==> src/rtl/fv_bank_arbiter.sv <==
// Feature-vector bank arbiter: each free bank grants one of the PE read requesters that
// target it, chosen round-robin. Each grant becomes a registered one-cycle command toward
// that bank's controller. Per-bank occupancy is tracked from the controllers' busy flags.
module fv_bank_arbiter #(
  parameter int unsigned NUM_REQ   = 4,
  parameter int unsigned NUM_BANKS = 4,
  parameter int unsigned ADDR_W    = 8,
  parameter int unsigned TAG_W     = 2,
  parameter int unsigned CNT_W     = 16
) (
  input  logic                                                clk_i,
  input  logic                                                rst_ni,
  input  logic                                                enable_i,
  input  logic [NUM_REQ-1:0]                                  req_valid_i,
  input  logic [NUM_REQ*ADDR_W-1:0]                           req_addr_i,
  input  logic [NUM_REQ*TAG_W-1:0]                            req_tag_i,
  output logic [NUM_REQ-1:0]                                  req_ready_o,
  input  logic [NUM_BANKS-1:0]                                bank_busy_i,
  output logic [NUM_BANKS-1:0]                                bank_valid_o,
  output logic [NUM_BANKS*(ADDR_W-$clog2(NUM_BANKS))-1:0]     bank_addr_o,
  output logic [NUM_BANKS*TAG_W-1:0]                          bank_tag_o,
  output logic [CNT_W-1:0]                                    grant_count_o
);

  localparam int unsigned BankW = $clog2(NUM_BANKS);
  localparam int unsigned InW   = ADDR_W - BankW;
  localparam int unsigned PtrW  = (NUM_REQ > 1) ? $clog2(NUM_REQ) : 1;
  localparam int unsigned PopW  = $clog2(NUM_REQ + 1);
  localparam int unsigned SumW  = CNT_W + PopW;

  // LOCK covers the command cycle, before the controller has had a chance to raise busy.
  localparam logic [1:0] StAvail = 2'd0;
  localparam logic [1:0] StLock  = 2'd1;
  localparam logic [1:0] StBusy  = 2'd2;

  logic [1:0]           state_q  [NUM_BANKS];
  logic [1:0]           state_d  [NUM_BANKS];
  logic [PtrW-1:0]      rr_ptr_q [NUM_BANKS];
  logic [PtrW-1:0]      rr_ptr_d [NUM_BANKS];
  logic [PtrW-1:0]      gnt_idx  [NUM_BANKS];
  logic [NUM_BANKS-1:0] found;
  logic [NUM_BANKS-1:0] bank_gnt;

  logic [BankW-1:0]     req_bank   [NUM_REQ];
  logic [InW-1:0]       req_inaddr [NUM_REQ];
  logic [TAG_W-1:0]     req_tag    [NUM_REQ];

  logic [NUM_BANKS-1:0]       bank_valid_q, bank_valid_d;
  logic [NUM_BANKS*InW-1:0]   bank_addr_q,  bank_addr_d;
  logic [NUM_BANKS*TAG_W-1:0] bank_tag_q,   bank_tag_d;
  logic [CNT_W-1:0]           count_q,      count_d;
  logic [PopW-1:0]            pop;
  logic [SumW-1:0]            cnt_sum;

  // Split each request into target bank (top address bits), in-bank address and tag.
  always_comb begin
    for (int i = 0; i < NUM_REQ; i++) begin
      req_bank[i]   = req_addr_i[i*ADDR_W + ADDR_W - 1 -: BankW];
      req_inaddr[i] = req_addr_i[i*ADDR_W +: InW];
      req_tag[i]    = req_tag_i[i*TAG_W +: TAG_W];
    end
  end

  // Per-bank round-robin pick: first valid requester for this bank at or after the pointer.
  always_comb begin
    int unsigned idx;
    idx         = 0;
    bank_gnt    = '0;
    found       = '0;
    req_ready_o = '0;
    for (int b = 0; b < NUM_BANKS; b++) begin
      gnt_idx[b] = '0;
      for (int unsigned k = 0; k < NUM_REQ; k++) begin
        idx = (32'(rr_ptr_q[b]) + k) % NUM_REQ;
        if (!found[b] && req_valid_i[idx] && (req_bank[idx] == BankW'(b))) begin
          found[b]   = 1'b1;
          gnt_idx[b] = PtrW'(idx);
        end
      end
      // rst_ni gating keeps req_ready low for the whole time reset is held.
      if (found[b] && rst_ni && enable_i && !bank_busy_i[b] && (state_q[b] == StAvail)) begin
        bank_gnt[b]             = 1'b1;
        req_ready_o[gnt_idx[b]] = 1'b1;
      end
    end
  end

  // Bank occupancy FSM and pointer advance past the winner.
  always_comb begin
    for (int b = 0; b < NUM_BANKS; b++) begin
      state_d[b]  = state_q[b];
      rr_ptr_d[b] = rr_ptr_q[b];
      case (state_q[b])
        StAvail: if (bank_gnt[b]) state_d[b] = StLock;
        StLock:  state_d[b] = bank_busy_i[b] ? StBusy : StAvail;
        StBusy:  if (!bank_busy_i[b]) state_d[b] = StAvail;
        default: state_d[b] = StAvail;
      endcase
      if (bank_gnt[b]) begin
        rr_ptr_d[b] = (gnt_idx[b] == PtrW'(NUM_REQ - 1)) ? '0 : gnt_idx[b] + 1'b1;
      end
    end
  end

  // Command payload for next cycle; zero on banks that did not grant.
  always_comb begin
    bank_valid_d = bank_gnt;
    bank_addr_d  = '0;
    bank_tag_d   = '0;
    for (int b = 0; b < NUM_BANKS; b++) begin
      if (bank_gnt[b]) begin
        bank_addr_d[b*InW +: InW]    = req_inaddr[gnt_idx[b]];
        bank_tag_d[b*TAG_W +: TAG_W] = req_tag[gnt_idx[b]];
      end
    end
  end

  // Saturating count of accepted requests; the sum is widened so overflow is visible.
  always_comb begin
    pop = '0;
    for (int i = 0; i < NUM_REQ; i++) begin
      pop = pop + PopW'(req_valid_i[i] & req_ready_o[i]);
    end
    cnt_sum = SumW'(count_q) + SumW'(pop);
    if (|cnt_sum[SumW-1:CNT_W]) begin
      count_d = '1;
    end else begin
      count_d = cnt_sum[CNT_W-1:0];
    end
  end

  // State registers; reset drops any in-flight command.
  always_ff @(posedge clk_i or negedge rst_ni) begin
    if (!rst_ni) begin
      for (int b = 0; b < NUM_BANKS; b++) begin
        state_q[b]  <= StAvail;
        rr_ptr_q[b] <= '0;
      end
      bank_valid_q <= '0;
      bank_addr_q  <= '0;
      bank_tag_q   <= '0;
      count_q      <= '0;
    end else begin
      for (int b = 0; b < NUM_BANKS; b++) begin
        state_q[b]  <= state_d[b];
        // Pointers hold while disabled because no grant can occur.
        rr_ptr_q[b] <= rr_ptr_d[b];
      end
      bank_valid_q <= bank_valid_d;
      bank_addr_q  <= bank_addr_d;
      bank_tag_q   <= bank_tag_d;
      count_q      <= count_d;
    end
  end

  assign bank_valid_o  = bank_valid_q;
  assign bank_addr_o   = bank_addr_q;
  assign bank_tag_o    = bank_tag_q;
  assign grant_count_o = count_q;

endmodule

==> config.mk <==
export PLATFORM = sky130hd
export DESIGN_NAME = fv_bank_arbiter
export DESIGN_NICKNAME = d
export VERILOG_FILES = /design/src/rtl/fv_bank_arbiter.sv
export SDC_FILE = /design/constraint.sdc
export NUM_CORES = 1
export LEC_CHECK = 0
export CORE_MARGIN = 3
export CORE_UTILIZATION = 30
export CTS_CLUSTER_SIZE = 40
export DETAILED_ROUTE_END_ITERATION = 10
export PLACE_DENSITY = 0.56
export SLEW_MARGIN = 20
export SYNTH_ARGS = -nofsm -noshare
export SYNTH_HDL_FRONTEND = slang
export SYNTH_SLANG_ARGS = --single-unit
==> constraint.sdc <==
create_clock -name clk_i -period 5.5 [get_ports clk_i]
set_input_delay 0.825 -clock clk_i [delete_from_list [all_inputs] [get_ports clk_i]]
set_output_delay 0.825 -clock clk_i [all_outputs]
set_load 0.02 [all_outputs]
==> results.md, run 1 <==
* Max-Cap Viols at 0
* Die Y-Extent at 124.0 microns
* Count of unresolved DRC violations after routing at 0
* Clock Path Buffers at 2
* Buffers added on ports at 106
* Number of flops mapped to enable cells by yosys at 0
* Initial Util at 31.15%
* Achievable clock frequency at 0.2047 GHz
* Nature of the critical path endpoint: flop
* Synthesis-stage register bit count at 68
* Via count of the first global-routing pass at 3,660
* Layout area overhead at 36.78%
* Clock latency on the worst-skew pair at 0.33 ns
* Run status: completed
* GRT Util Overall at 16.26%
* Power density over the cells at 266.9 nW/um^2
* Fin. Hold Viols at 0
* Switching part of the total at 29.64%
* Fraction of layout cells with a size suffix above 1 at 7.457%
* Post-layout power at 1.524 mW
* Number of instances in the synthesized netlist at 406
* Combinational Power Share at 22.9%
* Clock slew at reported path FFs at 0.06 ns
* Remaining antenna violation count after routing at 0
* Number of levels in the clock H-tree at 3
* Commonest non-fill, non-tap cells in the layout: clkdlybuf4s50_1, dfrtp_1, mux2i_1, nand2_1, o22ai_1
* Synthesized netlist net count at 477
* Initial DRC Count at 158
* Count of final setup violators at 0
* Die area at 15,360 sq um
* Part of the total power dissipated in sequential elements at 38.9%
* Kind of launch point of the worst setup path: input port
* Busiest layer in global routing: met2
* Gates resized, CTS repair at 0
* Count of distinct cell types in the synthesized netlist at 51
* First-pass detailed-route iteration total at 4
* Max-slew violation count at 0
* Wire length of the first global-routing pass at 19,110 microns
* Warnings, synthesis at 0
* Antenna fix cells at 0
* Total Wirelength at 12,170 microns
* Pin count of the biggest net entering global routing at 69
* Clock tree from TritonCTS: yes
* Met3 capacity usage during global routing at 5.086%
* Post-synth top area cell: dfrtp_1
* Leak pwr at 2.797 nW
* Met2 layer usage reported by global route at 26.50%
* X dimension of the die at 124.0 microns
* Ratio of routed vias to standard cells at 5.033
* Slew @ Worst Pin at 0.8472 ns
* Routed wire length per instance at 17.41 microns
* Net Switching at 0.4517 mW
* Internal power summed over all cells at 1.072 mW
* Share of the cycle needed by the critical path after routing at 88.81%
* Largest voltage drop on the vdd net at 0.1084 mV
* Number of ports placed on the die boundary at 107
* Minimum clock period at 4.885 ns
* Weighted congestion at the end of routability-driven global placement at 0.8323
* Total number of placement rows at 42
* Number of buffers added by the clock tree synthesis step at 9
* Root buf cell: clkbuf_16
* Top FF cell, synth: dfrtp_1
* CTS sink count at 68
* Cell area after technology mapping at 4174 sq um
* Portion of total power attributed to the clock network at 38.2%
* Worst hold path type: reg2reg
* Number of antenna violations at the first check in global routing at 0
* Core region area at 13,400 sq um
* Post-CTS Setup Bufs at 0
* Number of vias in the routed layout at 3,518
* Worst-case headroom to the max-slew limit at 43.52%
* Data arrival time of the worst path at 5.07 ns
* Top cells by area in the synthesized netlist: dfrtp_1, mux2i_1, ha_1, o22ai_1, nand3_1
* Share of the synthesized area in the top cell type at 40.77%
* Async set-or-reset flop fraction in the synthesized netlist at 100.0%
* Unrepaired setup endpoints after global routing: no
* CP Max Fanout at 13
* Number of nets in the layout at 589
* Most common library cell in the layout ignoring fill and taps: clkdlybuf4s50_1
* Kind of critical path: in2reg
* Hold Buf Count CTS at 0
* Final setup skew at 0.003924 ns
* Estimated wirelength of the detail-placed design at 9150 microns
* Post-Route Setup TNS at 0 ns
* Worst Path Required at 5.69 ns
* Met1 global-route usage at 20.66%
* Average footprint of a synthesized cell at 10.28 sq um
* Proportion of synthesized chip area in sequential cells at 40.77%
* Global route overflow at 0
cell families after synthesis:
family          count (synthesis)  share of synthesized area [%]
xor+xnor                       14                          2.938
buf+inv                        36                          4.706
flops                          68                          40.77
compound gates                 67                          10.13
fa+ha+maj                      20                          6.535
simple gates                  134                          18.80
mux                            67                          16.13
metal layers:
layer | wire, microns | part of all wire, %
met1 | 5323 | 44
met4 | 182 | 1.5
met3 | 957 | 7.9
met2 | 5705 | 47
met5 | 0 | 0
registers in the layout, indices dropped and copies added, names as in the netlist:
signal,cells
bank_addr_o,24
grant_count_o,16
bank_tag_o,8
rr_ptr_q,8
state_q,8
bank_valid_o,4
final cells by class:
type | count | area (sq um)
Fill cell | 1318 | 7691
Multi-Input combinational cell | 302 | 2283
Sequential cell | 68 | 1702
Timing Repair Buffer | 114 | 1116
Clock buffer | 10 | 239.0
Tap cell | 176 | 220.2
Inverter | 23 | 86.33
Clock inverter | 6 | 62.56
power groups by stage:
stage	registers, mW	logic (mW)	clock network (mW)
2_1_floorplan	0.618	0.171	0
3_3_place_gp	0.602	0.347	0
3_5_place_dp	0.602	0.351	0
4_1_cts	0.594	0.353	0.595
5_1_grt	0.600	0.384	0.618
6_report	0.593	0.349	0.582
per-stage QoR:
stage / cell area (sq um) / utilization [%] / setup slack, ns / hold WS [ns] / cells
3_5_place_dp: 5408 / 40.35 / 0.2485 / 0.5322 / 683
2_1_floorplan: 4174 / - / 0.7928 / 0.4860 / 406
5_1_grt: 5709 / 42.61 / 0.2439 / 0.5787 / 699
3_3_place_gp: 5408 / 40.35 / 0.3575 / 0.5320 / 683
6_report: 5709 / 42.61 / 0.6154 / 0.5459 / 699
4_1_cts: 5709 / 42.61 / 0.5838 / 0.5468 / 699
worst max-delay path, cell delays in order:
cell,delay [ns]
clkdlybuf4s50_1,0.65
nor3b_1,0.37
mux2i_1,0.13
o211a_1,0.29
inv_1,0.11
ha_1,0.15
nand3_1,0.07
nand4_1,0.13
nand2_1,0.09
fa_1,0.50
inv_1,0.05
fa_1,0.46
fa_1,0.39
and2_1,0.18
nand3_1,0.13
or3_1,0.38
o21ai_0,0.15
Yosys cell counts (2+ instances only):
cell / instances
a211oi_1: 3
nand4_1: 11
o22ai_1: 32
nor3b_1: 3
or3_1: 4
a21boi_0: 2
a31oi_1: 2
inv_1: 22
mux2_2: 2
o21a_1: 3
buf_6: 3
o21ai_0: 15
nand3b_1: 7
nand4b_1: 2
nand2_1: 34
and3b_1: 2
xor2_1: 11
a21oi_1: 3
nand3_1: 28
xnor2_1: 3
buf_2: 3
and3_1: 4
and2_1: 8
buf_4: 5
fa_1: 3
a21o_1: 2
nor3_1: 3
nor4_2: 3
nor2_1: 4
dfrtp_1: 68
or3b_1: 2
nor2b_1: 5
mux2i_1: 65
ha_1: 17
nand2b_1: 6
worst paths after layout:
path	from	to	slack (ns)	cells after the start
setup / recovery	req_valid_i[2]	grant_count_o[2]$_DFF_PN0_	0.62	17
hold / removal	grant_count_o[8]$_DFF_PN0_	grant_count_o[8]$_DFF_PN0_	0.55	2
setup reg to reg	rr_ptr_q[5]$_DFFE_PN0P_	grant_count_o[2]$_DFF_PN0_	1.46	16
hold reg to reg	grant_count_o[8]$_DFF_PN0_	grant_count_o[8]$_DFF_PN0_	0.55	2
max in group asynchronous	rst_ni	bank_addr_o[6]$_DFF_PN0_	4.21	2
min in group asynchronous	rst_ni	bank_tag_o[1]$_DFF_PN0_	0.76	2
No activity file was read; power rests on OpenSTA's default activity.
==> run 2, diff against run 1 <==
RECOVER_POWER = 100   (was not set)
==> run 2 against run 1 <==
  * Die area unchanged
  * Fmax decreased by 1.8%
  * Flip-flop and latch count is the same
  * Cell count unchanged
  * Combinational power shrank 4%
  * First-iteration DRC count is 8.2% higher
  * Highest routed layer unchanged
  * The flow now finishes with violations (capacitance limit, slew limit)
  * Via count increased by 0.40%
  * Clock-buffer cell count stayed put
  * Total power shrank 1.0%
  * Critical endpoint unchanged
  * Critical path depth did not move
  * Non-clock buffer count unchanged
  * Sequential share of layout area rose by 0.22 points
==> results.md, run 2 (synthesized netlist as in run 1, its figures left out) <==
* Final design area excluding fillers at 5668 sq um (-0.72%)
* Via count of the first global-routing pass at 3,660 (unchanged)
* X dimension of the die at 124.0 microns (unchanged)
* Most common library cell in the layout ignoring fill and taps: dfrtp_1
* Achievable clock frequency at 0.2010 GHz (-1.8%)
* Antenna fix cells at 0 (unchanged)
* Post-Route Setup TNS at 0 ns (unchanged)
* Initial DRC Count at 171 (+8.2%)
* Routed wire length per instance at 17.43 microns (+0.11%)
* Hold Buf Count CTS at 0 (unchanged)
* Critical path's top delay family: simple AND/OR/NAND/NOR gates
* Worst Path Required at 5.68 ns (about the same)
* Initial Util at 31.15% (unchanged)
* Core region area at 13,400 sq um (unchanged)
* Post-CTS Setup Bufs at 0 (unchanged)
* Gates resized, CTS repair at 0 (unchanged)
* Clock Path Buffers at 2 (unchanged)
* Commonest non-fill, non-tap cells in the layout: dfrtp_1, mux2i_1, dlygate4sd3_1, clkdlybuf4s50_1, nand2_1
* Die area at 15,360 sq um (unchanged)
* Stage delay of the slowest cell on the critical path at 0.69 ns (+0.04 ns)
* Die Y-Extent at 124.0 microns (unchanged)
* GRT Util Overall at 16.26% (unchanged)
* Final setup skew at 0.004725 ns (+0.0008017 ns)
* Leak pwr at 2.955 nW (+5.7%)
* Max-Cap Viols at 1 (+1)
* First-pass detailed-route iteration total at 4 (unchanged)
* Nature of the critical path endpoint: flop
* Fraction of layout cells with a size suffix above 1 at 5.927% (-1.5 points)
* Largest voltage drop on the vdd net at 0.1046 mV (-3.5%)
* Run status: finished, violations left
* Total number of placement rows at 42 (unchanged)
* Most common cell on crit path: fa_1
* Count of final setup violators at 0 (unchanged)
* Multi-input logic area at 2247 sq um (-1.6%)
* Number of ports placed on the die boundary at 107 (unchanged)
* Clock tree from TritonCTS: yes
* Fin. Hold Viols at 0 (unchanged)
* Minimum clock period at 4.976 ns (+0.09152 ns)
* Worst-case headroom to the max-slew limit at -140.1% (-180 points)
* Estimated wirelength of the detail-placed design at 9150 microns (unchanged)
* CTS sink count at 68 (unchanged)
* Weighted congestion at the end of routability-driven global placement at 0.8323 (unchanged)
* Data arrival time of the worst path at 5.16 ns (+0.09 ns)
* Number of nets in the layout at 589 (unchanged)
* Share of the cycle needed by the critical path after routing at 90.47% (+1.7 points)
* Total Wirelength at 12,180 microns (+0.11%)
* Clock slew at reported path FFs at 0.06 ns (about the same)
* Slew @ Worst Pin at 3.601 ns (+2.754 ns)
* FF+latch area at 1702 sq um (unchanged)
* Failing checks: capacitance limit, slew limit
* Number of flip-flops in the largest register at 24 (unchanged)
* Remaining antenna violation count after routing at 0 (unchanged)
* Number of buffers added by the clock tree synthesis step at 9 (unchanged)
* Global route overflow at 0 (unchanged)
* Buffers added on ports at 106 (unchanged)
* Power density over the cells at 266.1 nW/um^2 (-0.31%)
* Layout area overhead at 35.79%
* Number of vias in the routed layout at 3,532 (+0.40%)
* Kind of launch point of the worst setup path: input port
* CP Max Fanout at 13 (unchanged)
* CP Buf/Inv Count at 3 (unchanged)
* Root buf cell: clkbuf_16
* Unrepaired setup endpoints after global routing: no
* Ratio of routed vias to standard cells at 5.053 (+0.40%)
* Worst hold path type: reg2reg
* Number of filler instances in the final layout at 1,329 (+0.83%)
* Clock latency on the worst-skew pair at 0.33 ns (about the same)
* Number of levels in the clock H-tree at 3 (unchanged)
* Max-slew violation count at 69 (+69)
* Number of antenna violations at the first check in global routing at 1 (+1)
* Sequence of cells on the critical path: dlygate4sd3_1 > nand3b_1 > or3_1 > and3_1 > inv_1 > ha_1 > nand3_1 > nand4_1 > nand2_1 > fa_1 > inv_1 > fa_1 > fa_1 > and2_0 > nand3_1 > or3_1 > o21ai_0
* Count of unresolved DRC violations after routing at 0 (unchanged)
* Kind of critical path: in2reg
* Pin count of the biggest net entering global routing at 69 (unchanged)
* Post-DP Area at 5408 sq um (unchanged)
* Critical Path Slowest Stage Cell: dlygate4sd3_1
* Wire length of the first global-routing pass at 19,110 microns (unchanged)
-- run 2: area by class of cell --
cell class / count / share of cell area [%]
multi-input combinational: 302 / 39.65
sequential: 68 / 30.02
timing repair buffer: 114 / 19.60
clock buffer: 10 / 4.216
tap: 176 / 3.885
inverter: 23 / 1.523
clock inverter: 6 / 1.104
-- run 2: where the power goes --
part           total, mW  leakage (nW)  switching (mW)  internal [mW]
Sequential         0.591         0.924          0.0483          0.543
Combinational      0.336          1.88           0.181          0.154
Clock              0.581         0.153           0.218          0.363
-- run 2: worst reg2reg max path: stages, from the launching register on --
cell	delay [ns]
dfrtp_1	0.43
and4b_1	0.22
nor3_1	0.17
o22ai_1	0.19
inv_1	0.18
ha_1	0.18
nand3_1	0.07
nand4_1	0.15
nand2_1	0.08
fa_1	0.49
inv_1	0.05
fa_1	0.46
fa_1	0.40
and2_0	0.20
nand3_1	0.15
or3_1	0.38
o21ai_0	0.15
-- run 2: final timing paths --
check,startpoint,end,slack (ns),cells past startpoint
worst max register to register,rr_ptr_q[5]$_DFFE_PN0P_,grant_count_o[2]$_DFF_PN0_,1.42,16
worst min-delay path,grant_count_o[8]$_DFF_PN0_,grant_count_o[8]$_DFF_PN0_,0.54,2
min in group asynchronous,rst_ni,bank_tag_o[1]$_DFF_PN0_,1.95,2
worst max-delay path,req_valid_i[2],grant_count_o[2]$_DFF_PN0_,0.52,17
worst min register to register,grant_count_o[8]$_DFF_PN0_,grant_count_o[8]$_DFF_PN0_,0.54,2
max in group asynchronous,rst_ni,bank_addr_o[18]$_DFF_PN0_,1.55,2
-- run 2: metrics by stage --
step	worst slack (ns)	power, mW	hold WS (ns)	util [%]	instances
after floorplan	0.7928	0.7888	0.4860	-	406
after global placement	0.3575	0.9491	0.5320	40.35	683
after global routing	0.1841	1.588	0.5743	42.30	699
after CTS	0.5838	1.541	0.5468	42.61	699
after detailed placement	0.2485	0.9529	0.5322	40.35	683
final	0.5239	1.508	0.5433	42.30	699
-- run 2: routing by layer --
layer / up-vias / global-route usage [%] / part of all wire, %
met3: 14 / 5.086 / 7.6
li1: 1699 / - / -
met5: - / 0 / 0
met1: 1704 / 20.66 / 44
met2: 115 / 26.50 / 47
met4: 0 / 5.065 / 1.3
